**src/rtl/vga_pkg.sv**
```systemverilog
// vga_pkg: shared 640x480@60 timing constants and helpers for the VGA display path
package vga_pkg;
   localparam int COORD_W      = 10;
   localparam int VGA_CLK_DIV  = 4;
   localparam int VGA_H_ACTIVE = 640;
   localparam int VGA_H_FP     = 16;
   localparam int VGA_H_SYNC   = 96;
   localparam int VGA_H_BP     = 48;
   localparam int VGA_V_ACTIVE = 480;
   localparam int VGA_V_FP     = 10;
   localparam int VGA_V_SYNC   = 2;
   localparam int VGA_V_BP     = 33;
   localparam int VGA_H_TOTAL  = VGA_H_ACTIVE + VGA_H_FP + VGA_H_SYNC + VGA_H_BP;
   localparam int VGA_V_TOTAL  = VGA_V_ACTIVE + VGA_V_FP + VGA_V_SYNC + VGA_V_BP;
   localparam int VGA_HS_START = VGA_H_ACTIVE + VGA_H_FP;
   localparam int VGA_HS_END   = VGA_HS_START + VGA_H_SYNC - 1;
   localparam int VGA_VS_START = VGA_V_ACTIVE + VGA_V_FP;
   localparam int VGA_VS_END   = VGA_VS_START + VGA_V_SYNC - 1;

   function automatic logic sync_level(input logic in_pulse, input logic active);
      return in_pulse ? active : !active;
   endfunction
endpackage

```
**src/rtl/vga_pixel_tick.sv**
```systemverilog
// vga_pixel_tick: divides clk by CLK_DIV into a one-cycle pixel enable
module vga_pixel_tick #(
   parameter int CLK_DIV = 4
) (
   input  logic clk,
   input  logic rst_n,
   input  logic en,
   output logic pixel_tick
);
   localparam int DW = (CLK_DIV > 1) ? $clog2(CLK_DIV) : 1;
   localparam logic [DW-1:0] DIV_LAST = DW'(CLK_DIV - 1);

   logic [DW-1:0] div_q, div_d;

   if (CLK_DIV < 1) begin : g_div_chk
      $error("vga_pixel_tick: CLK_DIV must be at least 1");
   end

   always_comb begin
      pixel_tick = en && (div_q == DIV_LAST);
      div_d      = !en ? div_q : (pixel_tick ? '0 : div_q + 1'b1);
   end

   always_ff @(posedge clk or negedge rst_n) begin
      if (!rst_n) div_q <= '0;
      else        div_q <= div_d;
   end
endmodule

```
**src/rtl/vga_timing_gen.sv**
```systemverilog
// vga_timing_gen: VGA raster counters with registered sync/blank decodes and line/frame pulses
module vga_timing_gen
   import vga_pkg::*;
#(
   parameter int   CLK_DIV     = VGA_CLK_DIV,
   parameter int   H_ACTIVE    = VGA_H_ACTIVE,
   parameter int   H_FP        = VGA_H_FP,
   parameter int   H_SYNC      = VGA_H_SYNC,
   parameter int   H_BP        = VGA_H_BP,
   parameter int   V_ACTIVE    = VGA_V_ACTIVE,
   parameter int   V_FP        = VGA_V_FP,
   parameter int   V_SYNC      = VGA_V_SYNC,
   parameter int   V_BP        = VGA_V_BP,
   parameter logic SYNC_ACTIVE = 1'b0
) (
   input  logic               clk,
   input  logic               rst_n,
   input  logic               en,
   output logic               pixel_tick,
   output logic               hsync,
   output logic               vsync,
   output logic               video_on,
   output logic [COORD_W-1:0] pixel_x,
   output logic [COORD_W-1:0] pixel_y,
   output logic               line_start,
   output logic               frame_start
);
   localparam int H_TOTAL = H_ACTIVE + H_FP + H_SYNC + H_BP;
   localparam int V_TOTAL = V_ACTIVE + V_FP + V_SYNC + V_BP;
   localparam logic [COORD_W-1:0] H_LAST   = COORD_W'(H_TOTAL - 1);
   localparam logic [COORD_W-1:0] V_LAST   = COORD_W'(V_TOTAL - 1);
   localparam logic [COORD_W-1:0] H_ACT    = COORD_W'(H_ACTIVE);
   localparam logic [COORD_W-1:0] V_ACT    = COORD_W'(V_ACTIVE);
   localparam logic [COORD_W-1:0] HS_START = COORD_W'(H_ACTIVE + H_FP);
   localparam logic [COORD_W-1:0] HS_END   = COORD_W'(H_ACTIVE + H_FP + H_SYNC - 1);
   localparam logic [COORD_W-1:0] VS_START = COORD_W'(V_ACTIVE + V_FP);
   localparam logic [COORD_W-1:0] VS_END   = COORD_W'(V_ACTIVE + V_FP + V_SYNC - 1);

   logic [COORD_W-1:0] h_q, h_d, v_q, v_d;
   logic               h_wrap, v_wrap;
   logic               video_on_q, hsync_q, vsync_q, line_q, frame_q;

   if (H_TOTAL > 2**COORD_W || V_TOTAL > 2**COORD_W) begin : g_size_chk
      $error("vga_timing_gen: H_TOTAL/V_TOTAL do not fit the coordinate width");
   end

   vga_pixel_tick #(.CLK_DIV(CLK_DIV)) u_pixel_tick (
      .clk        (clk),
      .rst_n      (rst_n),
      .en         (en),
      .pixel_tick (pixel_tick)
   );

   always_comb begin
      h_wrap = pixel_tick && (h_q == H_LAST);
      v_wrap = h_wrap && (v_q == V_LAST);
      h_d    = !pixel_tick ? h_q : (h_wrap ? '0 : h_q + 1'b1);
      v_d    = !h_wrap ? v_q : (v_wrap ? '0 : v_q + 1'b1);
   end

   // decodes use next-state counts so they land on the same edge as the coordinates
   always_ff @(posedge clk or negedge rst_n) begin
      if (!rst_n) begin
         h_q        <= '0;
         v_q        <= '0;
         video_on_q <= 1'b0;
         hsync_q    <= !SYNC_ACTIVE;
         vsync_q    <= !SYNC_ACTIVE;
         line_q     <= 1'b0;
         frame_q    <= 1'b0;
      end else begin
         line_q  <= h_wrap;
         frame_q <= v_wrap;
         if (en) begin
            h_q        <= h_d;
            v_q        <= v_d;
            video_on_q <= (h_d < H_ACT) && (v_d < V_ACT);
            hsync_q    <= sync_level((h_d >= HS_START) && (h_d <= HS_END), SYNC_ACTIVE);
            vsync_q    <= sync_level((v_d >= VS_START) && (v_d <= VS_END), SYNC_ACTIVE);
         end
      end
   end

   assign pixel_x     = h_q;
   assign pixel_y     = v_q;
   assign video_on    = video_on_q;
   assign hsync       = hsync_q;
   assign vsync       = vsync_q;
   assign line_start  = line_q;
   assign frame_start = frame_q;
endmodule

```
**config.mk**
```make
export PLATFORM = sky130hd
export DESIGN_NAME = vga_timing_gen
export DESIGN_NICKNAME = d
export VERILOG_FILES = /design/src/rtl/vga_pkg.sv /design/src/rtl/vga_pixel_tick.sv /design/src/rtl/vga_timing_gen.sv
export SDC_FILE = /design/constraint.sdc
export NUM_CORES = 1
export LEC_CHECK = 0
export CORE_MARGIN = 1.5
export CORE_UTILIZATION = 55
export CTS_CLUSTER_SIZE = 24
export DETAILED_ROUTE_END_ITERATION = 10
export GPL_ROUTABILITY_DRIVEN = 0
export HOLD_SLACK_MARGIN = 0.12
export PLACE_DENSITY = 0.84
export SYNTH_ARGS = -nofsm -noshare
export SYNTH_HDL_FRONTEND = slang
export SYNTH_SLANG_ARGS = --single-unit
```
**constraint.sdc**
```tcl
create_clock -name clk -period 6.2 [get_ports clk]
set_clock_uncertainty 0.1 [all_clocks]
set_input_delay 1.24 -clock clk [delete_from_list [all_inputs] [get_ports clk]]
set_output_delay 1.24 -clock clk [all_outputs]
set_load 0.02 [all_outputs]
```
==> qor.csv <==
stage,metric,value,unit
hold_path,worstHoldStart,vsync$_DFFE_PN1P_,
setup_path,rrSetupSlack,3.68,ns
power_and_ir_drop,finalPower,0.382,mW
cells_and_area,fin_util,68.3,%
floorplan,die_w,56.0,um
synth,ys_seq_area_share,43.9,%
synth,yosys_warnings,0,
clock_tree,clk_pin_slew,0.14,ns
setup_path,worst_path_largest_cell_delay,0.74,ns
place,dpl-instance-area,0.00183,sq mm
clock_tree,cts_tree,done,
cells_and_area,stdcell_count,216,
power_and_ir_drop,ir_drop,226,uV
flow_run,cap_violations,0,
timing,finalMaxSlewViolations,0,
clock_tree,numCtsBuffers,3,
synth,avgSynthCellArea,9.84,sq um
setup_path,worst-endpoint-required,4.86,ns
setup_path,crit_chain,clkdlybuf4s50_1 > nand2_1 > inv_1 > clkdlybuf4s50_1,
clock_tree,cts.sinks,27,
power_and_ir_drop,power.leakage,0.777,nW
clock_tree,clock-root-buffer,clkbuf_4,
run_status,outcome,completed,
setup_path,cp_common_cell,clkdlybuf4s50_1,
synth,ys.flop_type,dfrtp_1,
timing,holdWs,0.411,ns
cells_and_area,fin_area,0.00185,sq mm
grt,grt_pass1_wl,5600,um
synth,synth_nets,164,
floorplan,num_rows,19,
clock_tree,cts_setup_buffers,0,
timing,rsz0062_at_grt,no,
clock_tree,cts_hold_buffers,0,
setup_path,crit_family,buffers and inverters,
timing,hold_violations,0,
setup_path,arrival,2.91,ns
timing,setup_viol,0,
cells_and_area,areaGrowthSynthToFinish,19.8,%
setup_path,cp-start-kind,input port,
routing,routedWlPerCell,14.1,um
grt,grt.total_usage,22.1,%
hold_path,hold_class,register to register,
place,io_buffers,28,
grt,grt_overflow,0,
grt,antenna_found_initial,0,
synth,synth_area_leaders,"dfrtp_1 40%, xnor2_1 4.0%, xor2_1 4.0%",
synth,netlist_instances,157,
cells_and_area,antenna_cells,0,
place,dp_slack,1.94,ns
synth,synth_area,0.00155,sq mm
synth,synthAdderAreaFrac,3.24,%
cells_and_area,layout-drive-gt1-share,11.9,%
setup_path,crit_type,input port to output pin,
grt,grt_max_degree,28,
floorplan,start_util,57.0,%
routing,drt-total-wl,3060,um
timing,post-route-period-util,68.6,%
power_and_ir_drop,power_density,206,mW/mm^2
routing,vias_per_cell,5.92,
synth,synth_cell_types,48,
routing,route.detailed.drc,0,
grt,grt_pass1_vias,1286,
timing,setup_ws,1.95,ns
timing,fin_crit,4.25,ns
timing,fmax,235,MHz
synth,synth_top_family_by_area,simple AND/OR/NAND/NOR gates,
clock_tree,htreeDepth,1,
timing,fin_setup_tns,0,ns
cells_and_area,final_nets,193,
synth,synthTopCellsByCount,"25 x dfrtp_1, 13 x nand2_1, 13 x nor2_1, 12 x inv_1",
clock_tree,insertion_delay,0.31,ns
synth,synthXorXnorAreaFrac,7.94,%
floorplan,dieArea,0.00314,sq mm
setup_path,path_max_fanout,11,
hold_path,worstHoldPathCells,2,
hold_path,min_to,vsync$_DFFE_PN1P_,
place,dp_cells,212,
setup_path,critPathBufInv,3,
synth,synthArstFlopShare,100,%
timing,worst_slew_pin_slew,0.507,ns
floorplan,die_h,56.0,um
synth,yosysTopAreaCellShare,40.5,%
timing,slew_headroom,65.3,%
routing,firstDrtPassIters,6,
synth,ys_ff_latch,27,
clock_tree,cts.path.max_buffers,2,
setup_path,reg2reg_from,u_pixel_tick.div_q[0]$_DFFE_PN0P_,
synth,yosysMostFrequentCell,dfrtp_1,
setup_path,r2r_cells,7,
synth,synthSimpleGateAreaFrac,24.5,%
setup_path,r2r-end,vsync$_DFFE_PN1P_,
routing,drt_iter0_drc,30,
synth,yosysTopAreaCell,dfrtp_1,
synth,synth_edf_count,0,
place,dp_hpwl,2280,um
floorplan,io_pins,29,
routing,final_antenna_net_count,0,
routing,vias,1278,
setup_path,crit_path_end_kind,output pin,
synth,synth_compound_area_share,12.9,%
floorplan,core,0.00271,sq mm
setup_path,cpMaxStageDelayCell,clkdlybuf4s50_1,
synth,yosys-mux-area-fraction,1.46,%
clock_tree,cts_resized,0,
[tightest hold or removal path: stages, from the launching register on]
cell and delay [ns]:
dfstp_2 0.40, nor2_1 0.08, a41oi_1 0.05
[final cells by class]
cell class	count	area, sq um
well taps	31	38.8
flip-flops and latches	27	678
clock buffers	4	26.3
inverters	13	48.8
multi-input cells	112	772
repair buffers	29	288
fillers	230	858
[layer usage]
| layer | global-route usage [%] | share of wire, % |
|---|---|---|
| met4 | 6.12 | 0.95 |
| met2 | 38.8 | 52 |
| met5 | 0 | 0 |
| met1 | 28.7 | 44 |
| met3 | 2.33 | 3.7 |
[flip-flops by register name (all words and copies together) (netlist names)]
signal              cells
frame_start             1
hsync                   1
line_start              1
pixel_x                10
pixel_y                10
u_pixel_tick.div_q      2
video_on                1
vsync                   1
[layout by cell type, fill, tap and decap left out, types with 2 or more instances in the layout]
cell / Yosys / routed
dfrtp_1: 25 / 25
clkbuf_4: 0 / 3
clkdlybuf4s50_1: 0 / 28
inv_1: 12 / 12
nand2_1: 13 / 13
mux2_2: 2 / 2
o21ai_0: 4 / 4
xnor2_1: 7 / 7
nor2_1: 13 / 13
nor3_1: 5 / 5
xor2_1: 7 / 7
o311ai_0: 2 / 2
nand4_1: 7 / 7
nand2b_1: 2 / 2
or4_1: 3 / 3
nand3_1: 6 / 6
and3_2: 2 / 2
a2111oi_0: 3 / 3
ha_1: 4 / 4
a21oi_1: 3 / 3
and3_1: 3 / 3
dfstp_2: 2 / 2
or3_2: 3 / 3
[cells by family after synthesis]
| kind of cell | count (synthesis) |
|---|---|
| AND/OR/NAND/NOR | 66 |
| flip-flops | 27 |
| AO/OA/AOI/OAI | 26 |
| buffers and inverters | 18 |
| XOR/XNOR | 14 |
| adder cells (fa/ha/maj) | 4 |
| multiplexers | 2 |
[power by group]
part	leakage, nW	switching (mW)	internal (mW)
clock	0.0150	0.0493	0.0251
combinational	0.419	0.0469	0.0452
sequential	0.343	0.0220	0.194
[worst max path at each step]
stage / startpoint / to / slack [ns] / cells after the start
3_3_place_gp: en / pixel_tick / 2.01 / 4
5_1_grt: en / pixel_tick / 1.85 / 4
6_report: en / pixel_tick / 1.95 / 4
4_1_cts: en / pixel_tick / 1.94 / 4
3_5_place_dp: en / pixel_tick / 1.94 / 4
2_1_floorplan: en / pixel_tick / 3.23 / 3
(Power assumes the default switching activity.)
